**src/rtl/mmio_io_hub.sv**
```systemverilog
// Memory-mapped I/O hub: decodes core load/store accesses to a data-memory
// window or a small I/O register bank (debounced switches, sticky change
// flags, LEDs, 7-segment value). Reads return after one cycle; illegal or
// unmapped accesses report a one-cycle bus error and have no side effects.
module mmio_io_hub #(
    parameter int                ADDR_W       = 32,
    parameter int                DATA_W       = 32,
    parameter int                SW_W         = 16,
    parameter int                LED_W        = 16,
    parameter logic [ADDR_W-1:0] DMEM_BASE    = 32'h0000_0000,
    parameter int                DMEM_AW      = 9,
    parameter logic [ADDR_W-1:0] IO_BASE      = 32'h0000_0200,
    parameter int                DEBOUNCE_CYC = 1000
) (
    input  logic               clk,
    input  logic               rst,
    input  logic [ADDR_W-1:0]  address,
    input  logic               readEnable,
    input  logic               writeEnable,
    input  logic [DATA_W-1:0]  writeData,
    output logic [DATA_W-1:0]  readData,
    output logic               readValid,
    output logic               busError,
    input  logic [SW_W-1:0]    switches,
    output logic [LED_W-1:0]   leds,
    output logic [15:0]        segValue,
    output logic               swIrq,
    output logic               dmemReadEnable,
    output logic               dmemWriteEnable,
    output logic [DMEM_AW-1:0] dmemAddress,
    output logic [DATA_W-1:0]  dmemWriteData,
    input  logic [DATA_W-1:0]  dmemReadData
);

    localparam int              CNT_W    = $clog2(DEBOUNCE_CYC);
    localparam logic [CNT_W-1:0] CNT_LAST = CNT_W'(DEBOUNCE_CYC - 1);

    // I/O register offsets, selected by address[3:2]
    localparam logic [1:0] REG_SW_VAL  = 2'd0;
    localparam logic [1:0] REG_SW_EDGE = 2'd1;
    localparam logic [1:0] REG_LED     = 2'd2;
    localparam logic [1:0] REG_SEG     = 2'd3;

    logic              dmem_hit;
    logic              io_hit;
    logic              access;
    logic              err;
    logic              rd_ok;
    logic              io_wr;
    logic [DATA_W-1:0] io_rdata;

    logic [SW_W-1:0]   sync_a;
    logic [SW_W-1:0]   sync;
    logic [SW_W-1:0]   sw_val;
    logic [SW_W-1:0]   sw_edge;
    logic [CNT_W-1:0]  cnt;
    logic              deb_fire;
    logic [SW_W-1:0]   edge_set;
    logic [SW_W-1:0]   edge_clr;
    logic [SW_W-1:0]   edge_next;
    logic [LED_W-1:0]  led_reg;
    logic [15:0]       seg_reg;

    logic              unused_bits;

    // Upper store-data bits beyond the narrowest register are not stored anywhere
    assign unused_bits = ^writeData;

    assign dmem_hit = (address[ADDR_W-1:DMEM_AW] == DMEM_BASE[ADDR_W-1:DMEM_AW]);
    assign io_hit   = (address[ADDR_W-1:4] == IO_BASE[ADDR_W-1:4]);
    assign access   = readEnable | writeEnable;

    // Decode: classify the access and derive the data-memory strobes
    always_comb begin
        err = 1'b0;
        if (access) begin
            if (readEnable && writeEnable)
                err = 1'b1;
            else if (!dmem_hit && !io_hit)
                err = 1'b1;
            else if (!dmem_hit && io_hit && (address[1:0] != 2'b00))
                err = 1'b1;
        end
        rd_ok           = readEnable && !err;
        io_wr           = writeEnable && !err && !dmem_hit && io_hit;
        dmemReadEnable  = readEnable && dmem_hit && !err;
        dmemWriteEnable = writeEnable && dmem_hit && !err;
    end

    assign dmemAddress   = address[DMEM_AW-1:0] - DMEM_BASE[DMEM_AW-1:0];
    assign dmemWriteData = writeData;

    // I/O read mux; bits above each register's width read as zero
    always_comb begin
        io_rdata = '0;
        case (address[3:2])
            REG_SW_VAL:  io_rdata[SW_W-1:0]  = sw_val;
            REG_SW_EDGE: io_rdata[SW_W-1:0]  = sw_edge;
            REG_LED:     io_rdata[LED_W-1:0] = led_reg;
            REG_SEG:     io_rdata[15:0]      = seg_reg;
            default:     io_rdata            = '0;
        endcase
    end

    // Read response: capture load data on an accepted read, pulse valid/error
    always_ff @(posedge clk or negedge rst) begin
        if (!rst) begin
            readData  <= '0;
            readValid <= 1'b0;
            busError  <= 1'b0;
        end else begin
            readValid <= rd_ok;
            busError  <= err;
            if (rd_ok)
                readData <= dmem_hit ? dmemReadData : io_rdata;
        end
    end

    // LED and 7-segment registers
    always_ff @(posedge clk or negedge rst) begin
        if (!rst) begin
            led_reg <= '0;
            seg_reg <= '0;
        end else if (io_wr) begin
            if (address[3:2] == REG_LED)
                led_reg <= writeData[LED_W-1:0];
            if (address[3:2] == REG_SEG)
                seg_reg <= writeData[15:0];
        end
    end

    assign leds     = led_reg;
    assign segValue = seg_reg;

    // Debounce terminal count and change-flag update masks
    always_comb begin
        deb_fire  = (sync != sw_val) && (cnt == CNT_LAST);
        edge_set  = deb_fire ? (sw_val ^ sync) : '0;
        edge_clr  = (io_wr && (address[3:2] == REG_SW_EDGE)) ? writeData[SW_W-1:0] : '0;
        // A flag raised in the same cycle it is cleared survives
        edge_next = (sw_edge & ~edge_clr) | edge_set;
    end

    // Switch synchroniser and shared debounce counter
    always_ff @(posedge clk or negedge rst) begin
        if (!rst) begin
            sync_a <= '0;
            sync   <= '0;
            sw_val <= '0;
            cnt    <= '0;
        end else begin
            sync_a <= switches;
            sync   <= sync_a;
            if (sync == sw_val) begin
                cnt <= '0;
            end else if (deb_fire) begin
                sw_val <= sync;
                cnt    <= '0;
            end else begin
                cnt <= cnt + 1'b1;
            end
        end
    end

    // Sticky change flags; the interrupt is registered from the same next value
    always_ff @(posedge clk or negedge rst) begin
        if (!rst) begin
            sw_edge <= '0;
            swIrq   <= 1'b0;
        end else begin
            sw_edge <= edge_next;
            swIrq   <= |edge_next;
        end
    end

endmodule

```
**config.mk**
```make
export PLATFORM = sky130hd
export DESIGN_NAME = mmio_io_hub
export DESIGN_NICKNAME = d
export VERILOG_FILES = /design/src/rtl/mmio_io_hub.sv
export SDC_FILE = /design/constraint.sdc
export NUM_CORES = 1
export LEC_CHECK = 0
export CAP_MARGIN = 20
export CORE_AREA = 2 2 121 123
export CTS_CLUSTER_DIAMETER = 30
export DETAILED_ROUTE_END_ITERATION = 8
export DIE_AREA = 0 0 123 125
export GPL_TIMING_DRIVEN = 0
export PLACE_DENSITY = 0.8
export SETUP_SLACK_MARGIN = 0.2
export SYNTH_ARGS = -nofsm -noshare
export SYNTH_HDL_FRONTEND = slang
export SYNTH_SLANG_ARGS = --single-unit
```
**constraint.sdc**
```tcl
create_clock -name clk -period 4.2 [get_ports clk]
set_input_delay 1.05 -clock clk [delete_from_list [all_inputs] [get_ports clk]]
set_output_delay 1.05 -clock clk [all_outputs]
set_load 0.02 [all_outputs]
```
### Word-level counts from Yosys, hierarchy flattened

Index checks and enable logic that the tools add are counted.

| storage, ports and cells | value |
|---|---|
| register bits | 141 |
| output and inout bits | 110 |
| input bits | 116 |
| word-level logic and storage cells | 59 |

| operators by class | value |
|---|---|
| equality and inequality tests | 7 |
| $add $sub $neg | 1 |
| bitwise operators | 6 |
| reductions and logical operators | 24 |
| multiplexer cells | 10 |

Operators by type and width:

| kind | number |
|---|---|
| $pmux 16 s4 | 1 |
| $mux 16 | 2 |
| $mux 32 | 1 |
| $eq 28x6->1 const B | 1 |
| $logic_not 23->1 | 1 |
| $mux 10 | 2 |
| $and 16x16->16 | 1 |
| $eq 16x16->1 | 1 |
| $ne 16x16->1 | 1 |
| $not 16->16 | 1 |
| $or 16x16->16 | 1 |
| $reduce_or 16->1 | 1 |
| $xor 16x16->16 | 1 |
| $logic_and 1x1->1 | 14 |
| $add 10x1->10 const B | 1 |
| $eq 10x10->1 const B | 1 |
| $reduce_and 2->1 | 3 |
| $eq 2x2->1 const B | 2 |
| $mux 1 | 4 |
| $logic_not 1->1 | 3 |
| $eq 2x1->1 const B | 1 |
| $logic_not 2->1 | 1 |
| $reduce_bool 2->1 | 1 |
| $not 1->1 | 1 |
| $or 1x1->1 | 1 |

### Logic depth before layout (Yosys ltp)

Gate-level depths: netlist (run 1).

| depth | value |
|---|---|
| word-level depth | 18 |
| mapped depth | 9 |
| mapped depth without buffers | 6 |

### Least setup slack after synthesis (run 1)

No wires, ideal clock.

| timing path | value |
|---|---|
| kind | input to output |
| start point | input address[26] |
| end point | output dmemWriteEnable |
| required time | 3150 ps |
| path slack | 309 ps |
| arrival | 2841 ps |
| path buffers | 1 |
| stages | 6 |
| path through | nor4_1 > nand4_2 > nor3_4 > buf_2 > inv_2 > nor3b_1 |

| on the way | value |
|---|---|
| word-level cells in the longest chain between the ends | 10 |
| elaborated cells between the ends (all ways) | 14 |
| classes of those cells | eq/ne: 1; mux: 4; reduce/logical: 9 |

Ends and longest elaborated chain:

| what | RTL line | source |
|---|---|---|
| from (decl) | 17 | `input logic [ADDR_W-1:0] address,` |
| $logic_not 23->1 | 69 | `assign dmem_hit = (address[ADDR_W-1:DMEM_AW] == DMEM_BASE[ADDR_W-1:DMEM_AW]);` |
| $logic_not 1->1 | 79, 81 |  |
| $logic_and 1x1->1 (2 in a row) | 81 | `else if (!dmem_hit && io_hit && (address[1:0] != 2'b00))` |
| $mux 1 | 81 |  |
| $mux 1 | 79 | `else if (!dmem_hit && !io_hit)` |
| $mux 1 | 77 | `if (readEnable && writeEnable)` |
| $mux 1 | 76 | `if (access) begin` |
| $logic_not 1->1 | 87 | `dmemWriteEnable = writeEnable && dmem_hit && !err;` |
| $logic_and 1x1->1 (*) | 87 |  |
| to (decl) | 29 | `output logic dmemWriteEnable,` |

Mark *: on every way between the ends. The rest lies on a longest branch, timed or not.

### Worst setup path after layout (run 1)

| timing path | value |
|---|---|
| start point | input address[23] |
| end point | output dmemReadEnable |

| on the way | value |
|---|---|
| word-level cells in the longest chain between the ends | 10 |
| elaborated cells between the ends (all ways) | 14 |
| classes of those cells | eq/ne: 1; mux: 4; reduce/logical: 9 |

Ends and longest elaborated chain:

| what | RTL line | source |
|---|---|---|
| $logic_not 23->1 | 69 |  |
| $logic_not 1->1 | 79, 81 |  |
| $logic_and 1x1->1 (2 in a row) | 81 |  |
| $mux 1 | 81 |  |
| $mux 1 | 79 |  |
| $mux 1 | 77 |  |
| $mux 1 | 76 |  |
| $logic_not 1->1 | 86 | `dmemReadEnable = readEnable && dmem_hit && !err;` |
| $logic_and 1x1->1 (*) | 86 |  |
| to (decl) | 28 | `output logic dmemReadEnable,` |

Marked as above.

==> metrics.md, run 1 <==
| Metric | Value |
|---|---|
| Drt via density | 5.24 |
| Critical Path Most Common Cell | buf_6 |
| Power per cell area | 341 nW/um^2 |
| Critical path cell sequence | clkdlybuf4s50_1 -> nor4_4 -> nand4_2 -> buf_6 -> nor3_4 -> o21ai_2 -> buf_6 -> buf_6 -> nor2_4 -> buf_6 |
| Kind of critical path | in -> out |
| DP Cell Count | 896 |
| Initial antenna violation count | 0 |
| Largest net degree at the start of global routing | 105 |
| Slowest stage cell, crit path | clkdlybuf4s50_1 |
| YS warnings | 0 |
| Sequential fraction of the synthesis area | between 50 and 60% |
| Static leakage | 3.99 nW |
| Full die area | between 15,000 and 20,000 um^2 |
| Congestion Overflow GR | 0 |
| R2R depth | 7 |
| Crit path max fanout | 10 |
| Vias in the first global route | slightly above 5,000 |
| Syn nets | 621 |
| Worst-margin pin slew | around 730 ps |
| Layout cells sized above 1 | 18.5% |
| Number of port buffers | 207 |
| Antenna diode count | 0 |
| Worst path required time | 3150 ps |
| Hold-fix buffers at CTS | 0 |
| 1st-pass router iterations | 5 |
| Die height | 125 um |
| Max_slew headroom | 51.5% |
| Area share of the largest cell type after synthesis | 56.4% |
| Final worst-path cycle share | 93.3% |
| DR vias | 4,904 |
| TritonCTS clock tree | yes |
| Synth area leader | dfrtp_1 |
| Clock-pin slew on the worst setup and hold paths | 60 ps |
| Die width | 123 um |
| Layout area overhead | 49.1% |
| Overall power | 3.18 mW |
| Top Ports | 226 |
| Final Cell Area | 9330 um^2 |
| Clock sinks | 141 |
| HPWL Detailed | 13,000 um |
| DRC violations left | 0 |
| Fmax | 255 MHz |
| CTS Buffer Depth | 2 |
| Wire per inst | 18.2 um |
| Non-filler cells, final | ~940 |
| # setup viols final | 0 |
| Post-synth EDFFs | 0 |
| Rows | 44 |
| WHS Path Cells | 0 |
| Crit end category | primary output |
| First DRT Iteration DRCs | 246 |
| CP peak stage delay | about 440 ps |
| Pins Over Slew Limit | 0 |
| Skew-Pair Late Insertion Delay | ~420 ps |
| Layout Nets | 856 |
| Worst setup SP type | primary input |
| Routed wire length | 17,000 um |
| # H-tree levels | 4 |
| CP top delay family | buffers and inverters |
| Arrival time at the worst endpoint | 2870 ps |
| Critical path depth in cells | 10 |
| Status | completed |
| Cts bufs inserted | 17 |
| Fin. Hold Viols | 0 |
| Gpl congestion | 0.921 |
| Core box area | 14,200 um^2 |
| Starting Density | ~44% |
| Top cells by area in the synthesized netlist | dfrtp_1 (56%), mux2_1 (7.6%), mux4_2 (5.8%) |
| Period minus WS final | 3920 ps |
| Cell area after placement | 8580 um^2 |
| Antenna viol nets, final | 0 |
| Hold slack | 346 ps |
| GRT Util Overall | between 20% and 30% |
| Setup Skew | 7.08 ps |
| Synth async-reset ratio | 100% |
| Syn Area/Cell | 12.4 um^2 |
| Mapped Cells | 504 |
| Mapped cell area | 6250 um^2 |
| Root buf cell | clkbuf_16 |
| RSZ-0062 raised after global routing | false |
| Seq cells post-synth | 141 |
| Max_cap viols | 0 |
| Buf/Inv on CP | 5 |
| Hold Crit Class | reg -> reg |
| Top_reg_cell synth | dfrtp_1 |
| Yosys cell types | 38 |
| Maximum vdd drop | 0.000306 V |
| First-pass GRT wire length | 26,600 um |
==> layout by cell type (no fill, tap or decap), types with 17 or more instances in the layout <==
cell,n
o21ai_1,34
buf_4,53
clkbuf_16,17
nand2_1,54
xnor2_1,19
nand3_1,20
clkdlybuf4s50_1,196
dfrtp_1,141
mux2_1,42
==> layer usage <==
metal	vias to the layer above	GRT usage, %	share of wire (%)
met5	-	0	0
met4	0	8.82	2.5
met3	34	5.84	7.9
met2	242	38.4	50
met1	2414	28.1	39
li1	2214	-	-
==> flip-flops by register name (all words and copies together) (netlist names) <==
register	cells
segValue	16
cnt	10
readData	32
sync_a	16
leds	16
sync	16
sw_val	16
readValid	1
swIrq	1
busError	1
sw_edge	16
==> Yosys cell counts (all sizes together) (5+ instances only) <==
library cell,instances
xor2,5
clkbuf,5
o21ai,49
nand4,8
o31ai,16
nor4,10
xnor2,19
dfrtp,141
buf,61
nand2,54
nor2,18
mux4,16
mux2,48
mux2i,16
nand3,21
==> path summary, 6_finish.rpt <==
| path | start | endpoint | slack (ps) |
|---|---|---|---|
| setup / recovery | address[23] | dmemReadEnable | 280 |
| hold / removal | sync_a[4] | sync[4] | 350 |
| setup reg to reg | sw_val[6] | sw_val[9] | 1780 |
| hold reg to reg | sync_a[4] | sync[4] | 350 |
| max in group asynchronous | rst | sync_a[15] | 2860 |
| min in group asynchronous | rst | readValid | 530 |
==> kinds of logic after synthesis <==
| family | Yosys count | synth area share (%) |
|---|---|---|
| DFF | 141 | 56.4 |
| AOI/OAI and AO/OA | 65 | 5.84 |
| xor gates and xnor gates | 24 | 3.36 |
| muxes | 80 | 17.0 |
| buffers and inverters | 69 | 7.26 |
| and+or+nand+nor | 123 | 9.78 |
| adders and majority gates | 2 | 0.360 |
==> area by class of cell <==
type	count	area [um^2]
clock inverter	12	121
fill	1064	4880
tap	184	230
buffer	66	459
inverter	3	11.3
multi-input combinational	294	2340
timing repair buffer	216	2180
sequential	141	3530
clock buffer	19	453
==> where the power goes <==
part | switching [mW] | internal [mW]
sequential | 0.0285 | 1.39
clock | 0.547 | 0.894
combinational | 0.139 | 0.179
total | 0.714 | 2.47
==> repair_timing <==
action                                  4_1_cts  5_1_grt
endpoints found under the setup margin        2        2
resized for setup                            21       16
setup buffers                                 4        4
pin swaps                                     5        7
==> through the flow <==
stage                     setup TNS [ps]  setup slack (ps)  util (%)
after global routing                   0               192      65.7
final                                  0               282      65.7
after detailed placement           -1940             -1010      60.4
after floorplan                        0               309         -
after CTS                              0               147      65.1
after global placement           -447320             -3170      60.2
No activity file was read; power rests on OpenSTA's default activity.
==> run 2: changes to the inputs <==
--- a/config.mk
+++ b/config.mk
@@ -12,7 +12,6 @@
 export DIE_AREA = 0 0 123 125
 export GPL_TIMING_DRIVEN = 0
 export PLACE_DENSITY = 0.8
-export SETUP_SLACK_MARGIN = 0.2
 export SYNTH_ARGS = -nofsm -noshare
 export SYNTH_HDL_FRONTEND = slang
 export SYNTH_SLANG_ARGS = --single-unit
==> metrics.md, run 2 (synthesis gave the netlist of run 1 again) <==
| Metric | Value |
|---|---|
| Status | completed |
| Layout area overhead | 47.9% |
| Final worst setup slack | 150 ps |
| Setup tns final | 0 ps |
| FF-to-FF setup slack | 1790 ps |
| Top Ports | between 200 and 250 |
| Critical Path Most Common Cell | buf_4 |
| Crit end category | primary output |
| Critical path depth in cells | 10 |
| Starting Density | 44.0% |
| Final worst-path cycle share | 96.4% |
| Maximum vdd drop | 0.000305 V |
| Commonest non-fill, non-tap cells in the layout | clkdlybuf4s50_1 (204), dfrtp_1 (141), nand2_1 (54) |
| Initial antenna violation count | 0 |
| HPWL Detailed | 13,000 um |
| Layout Nets | 852 |
| Layout cells sized above 1 | between 15 and 20% |
| Critical path cell sequence | clkdlybuf4s50_1 -> nor4_4 -> nand4_2 -> buf_4 -> nor3_4 -> o21ai_2 -> buf_4 -> buf_4 -> nor2_1 -> buf_4 |
| RSZ-0062 raised after global routing | true |
| Power per cell area | roughly 340 nW/um^2 |
| Setup Skew | 7.11 ps |
| Peak-usage layer in the global routing report | met2 |
| Kind of critical path | in -> out |
| Slowest stage cell, crit path | clkdlybuf4s50_1 |
| Full die area | 15,400 um^2 |
| Antenna diode count | 0 |
| Root buf cell | clkbuf_16 |
| Hold Crit Class | reg -> reg |
| First DRT Iteration DRCs | 240 |
| Congestion Overflow GR | 0 |
| 1st-pass router iterations | 5 |
| Met1 Track Usage GR | ~28% |
| Static leakage | slightly below 4 nW |
| TritonCTS clock tree | yes |
| Commonest non-fill, non-tap cell in the layout | clkdlybuf4s50_1 |
| Global-route track usage on met2 | 38.5% |
| Max_slew headroom | 51.4% |
| Hold-fix buffers at CTS | 0 |
| Gpl congestion | just over 0.9 |
| Largest net degree at the start of global routing | about 110 |
| Clock-pin slew on the worst setup and hold paths | 60 ps |
| Global Route met3 Usage | 5.93% |
| Buf/Inv on CP | 5 |
| Drt via density | 5.22 |
| DRC violations left | 0 |
| First-pass GRT wire length | 26,700 um |
| Die width | 123 um |
| WHS Path Cells | 0 |
| Hold slack | 345 ps |
| Routed wire length | ~17,000 um |
| Clock sinks | 141 |
| Crit path max fanout | 10 |
| CP peak stage delay | 440 ps |
| Pins Over Slew Limit | 0 |
| Max_cap viols | 0 |
| # setup viols final | 0 |
| Skew-Pair Late Insertion Delay | 420 ps |
| Arrival time at the worst endpoint | 3000 ps |
| Max reg flops | 32 |
| Die height | 125 um |
| Fin. Hold Viols | 0 |
| GRT Util Overall | 22.9% |
| Period minus WS final | just over 4000 ps |
| Worst setup SP type | primary input |
| Core box area | 14,200 um^2 |
| CP top delay family | buffers and inverters |
| Worst path required time | 3150 ps |
| Antenna viol nets, final | 0 |
| Pre-CTS WS | -1010 ps |
| Largest Register | readData |
| CTS Buffer Depth | 2 |
| Wire per inst | 18.2 um |
| Worst-margin pin slew | 729 ps |
| # fillers | 1,068 |
| Fmax | 247 MHz |
| Number of port buffers | a little over 200 |
| R2R depth | 7 |
| Rows | 44 |
| # H-tree levels | 4 |
| Cts bufs inserted | 17 |
| Vias in the first global route | 5,088 |
| DR vias | 4,862 |
run 2: changes by cell type in the layout (fill, tap and decap cells not counted), sizes merged:
cell / delta
clkdlybuf4s50: +8
clkbuf: +1
dlymetal6s2s: -8
buf: -5
run 2: per-layer routing:
layer	vias up	wire, um
met5	-	0
met4	0	422
met3	32	1210
met2	212	8560
met1	2411	6780
li1	2207	-
run 2: report_power, final:
part           total [mW]  internal (mW)  switching, mW
Sequential           1.42           1.39         0.0284
Combinational       0.319          0.180          0.139
Clock                1.44          0.894          0.546
run 2: worst paths after layout:
path,from,endpoint
worst max register to register,sw_val[6],sw_val[9]
worst max-delay path,address[27],dmemReadEnable
worst min register to register,sync_a[12],sync[12]
min in group asynchronous,rst,readValid
max in group asynchronous,rst,leds[8]
worst min-delay path,sync_a[12],sync[12]
run 2: repair_timing:
item	CTS	global route
setup buffers	4	0
pin swaps	3	1
resized for setup	11	10
setup endpoints to repair	2	2
run 2: worst register-to-register path: cells and delay by family (launching register included):
family,cells,cell delay [ps]
buffers and inverters,2,410
DFF,1,400
and+or+nand+nor,3,820
muxes,1,350
xor gates and xnor gates,1,300
run 2: stage by stage:
step	instance area [um^2]	power, mW	std cells	utilization (%)
floorplan	6250	1.56	504	-
global placement	8560	1.75	895	60.2
detailed placement	8580	1.76	896	60.4
CTS	9230	3.20	931	65.0
global route	9250	3.30	931	65.1
finish	9250	3.18	931	65.1
run 2: cell type report:
| cell class | instances | area [um^2] | share of cell area [%] |
|---|---|---|---|
| timing repair buffer | 212 | 2120 | 23.0 |
| inverter | 3 | 11.3 | 0.122 |
| sequential | 141 | 3530 | 38.2 |
| clock inverter | 12 | 121 | 1.31 |
| tap | 184 | 230 | 2.49 |
| buffer | 66 | 448 | 4.84 |
| clock buffer | 19 | 453 | 4.90 |
| multi-input combinational | 294 | 2330 | 25.2 |
==> run 3: changes to the inputs <==
==> constraint.sdc (replaced) <==
create_clock -name clk -period 4.2 [get_ports clk]
set_input_delay 0.42 -clock clk [delete_from_list [all_inputs] [get_ports clk]]
set_output_delay 0.42 -clock clk [all_outputs]
set_load 0.02 [all_outputs]
==> metrics.md, run 3 (synthesis gave the netlist of run 1 again) <==
| Metric | Value |
|---|---|
| Maximum vdd drop | 0.000311 V |
| Worst path required time | roughly 3800 ps |
| Period minus WS final | ~4000 ps |
| Critical Path Most Common Cell | clkdlybuf4s50_1 |
| Clock-pin slew on the worst setup and hold paths | 60 ps |
| Slowest stage cell, crit path | clkdlybuf4s50_1 |
| Die height | about 130 um |
| Buf/Inv on CP | 4 |
| Arrival time at the worst endpoint | 3530 ps |
| Static leakage | 3.86 nW |
| Fin. Hold Viols | 0 |
| Congestion Overflow GR | 0 |
| # fillers | 1,070 |
| # H-tree levels | 4 |
| Antenna viol nets, final | 0 |
| DRC violations left | 0 |
| Post-CTS sizing | 0 |
| Full die area | 15,400 um^2 |
| Crit end category | primary output |
| Power per cell area | 347 nW/um^2 |
| Setup Skew | 5.93 ps |
| Drt via density | around 5.2 |
| CP top delay family | simple AND/OR/NAND/NOR gates |
| Critical path cell sequence | clkdlybuf4s50_1 -> nor4_1 -> nand4_2 -> nor3_4 -> o21ai_1 -> buf_2 -> buf_4 -> nor2_1 -> clkdlybuf4s50_1 |
| Max_cap viols | 0 |
| Wire per inst | 18.1 um |
| Commonest non-fill, non-tap cell in the layout | clkdlybuf4s50_1 |
| Fmax | 253 MHz |
| Number of port buffers | 207 |
| Setup tns final | 0 ps |
| First DRT Iteration DRCs | around 290 |
| Max_slew headroom | 52.5% |
| Pins Over Slew Limit | 0 |
| Starting Density | between 40 and 50% |
| Die width | 123 um |
| Worst setup SP type | primary input |
| Status | completed |
| Comb pwr share | 9.9% |
| Seq pwr share | 44.7% |
| Core box area | 14,200 um^2 |
| Clock power frac | 45.4% |
| Pre-CTS WS | 252 ps |
| Rows | 44 |
| Hold Crit Class | reg -> reg |
| Skew-Pair Late Insertion Delay | roughly 420 ps |
| Sw frac | 22.5% |
| Antenna diode count | 0 |
| Pint | 2.47 mW |
| Initial antenna violation count | 0 |
| Commonest non-fill, non-tap cells in the layout | clkdlybuf4s50_1 (206), dfrtp_1 (141), nand2_1 (54) |
| Setup bufs post-CTS | 0 |
| First-pass GRT wire length | roughly 26,000 um |
| Kind of critical path | in -> out |
| TritonCTS clock tree | yes |
| # setup viols final | 0 |
| DR vias | 4,828 |
| Layout cells sized above 1 | between 10% and 20% |
| Cts bufs inserted | 17 |
| Crit path max fanout | 10 |
| RSZ-0062 raised after global routing | false |
| Gpl congestion | 0.921 |
| Final worst setup slack | 250 ps |
| GRT Util Overall | 22.7% |
| Vias in the first global route | 5,069 |
| Worst-margin pin slew | 713 ps |
| Clock sinks | ~140 |
| 1st-pass router iterations | 4 |
| HPWL Detailed | 13,000 um |
| CP peak stage delay | just over 600 ps |
| Root buf cell | clkbuf_16 |
| Layout area overhead | 46.6% |
| Final worst-path cycle share | 94.0% |
| Layout Nets | 849 |
| Largest net degree at the start of global routing | 105 |
| Switching Power | 0.715 mW |
| Max reg flops | 32 |
| Routed wire length | 16,800 um |
| Top Ports | 226 |
| CTS Buffer Depth | 2 |
| Largest Register | readData |
==> run 3: cell types whose count changed in the layout (fill, tap and decap cells not counted), sizes merged <==
cell and delta:
clkdlybuf4s50 +2, clkbuf -1, buf -5, dlygate4sd3 +1
==> run 3: per-stage QoR <==
step / hold slack, ps / utilization (%) / total power, mW / instance area, um^2 / cells
floorplan: 124 / - / 1.56 / 6250 / 504
global placement: 335 / 60.2 / 1.75 / 8560 / 895
detailed placement: 336 / 60.4 / 1.76 / 8580 / 896
CTS: 345 / 64.6 / 3.20 / 9170 / 928
global route: 354 / 64.6 / 3.29 / 9170 / 928
finish: 347 / 64.6 / 3.18 / 9170 / 928
==> run 3: worst register-to-register path, delay by kind of cell, from the launching register on <==
kind	cells	cell delay (ps)
buf+inv	2	410
simple gates	3	830
xor+xnor	1	300
flops	1	400
mux	1	350
==> run 3: final timing paths <==
check,from,end,slack [ps],cells past startpoint
min in group asynchronous,rst,readValid,470,2
setup / recovery,address[10],dmemReadEnable,250,9
hold reg to reg,sync_a[4],sync[4],350,0
setup reg to reg,sw_val[6],sw_val[9],1780,7
hold / removal,sync_a[4],sync[4],350,0
max in group asynchronous,rst,cnt[7],2930,3
==> run 3: repair_timing <==
item / CTS / global route
hold endpoints to repair: 37 / 0
setup endpoints to repair: 0 / 0
hold buffers: 1 / 0
==> run 3: cell type report <==
type	count	area, um^2	area share (%)
plain buffers	66	443	4.83
repair buffers	209	2110	23.0
multi-input cells	294	2270	24.8
flip-flops and latches	141	3530	38.5
clock inverters	12	121	1.32
inverters	3	11.3	0.123
clock buffers	19	453	4.94
well taps	184	230	2.51
==> run 3: layer usage <==
metal  vias to the layer above  GRT usage [%]  share of wire, %
li1                       2200              -                 -
met1                      2386           27.8                39
met2                       208           37.9                50
met3                        34           5.89               8.3
met4                         0           9.16               2.9
met5                         -              0                 0
==> run 3: power by group through the flow <==
stage | registers (mW) | logic, mW | clock network, mW
final | 1.42 | 0.314 | 1.44
after global routing | 1.42 | 0.339 | 1.53
after CTS | 1.42 | 0.318 | 1.46
after detailed placement | 1.44 | 0.315 | 0
after global placement | 1.44 | 0.306 | 0
after floorplan | 1.44 | 0.124 | 0
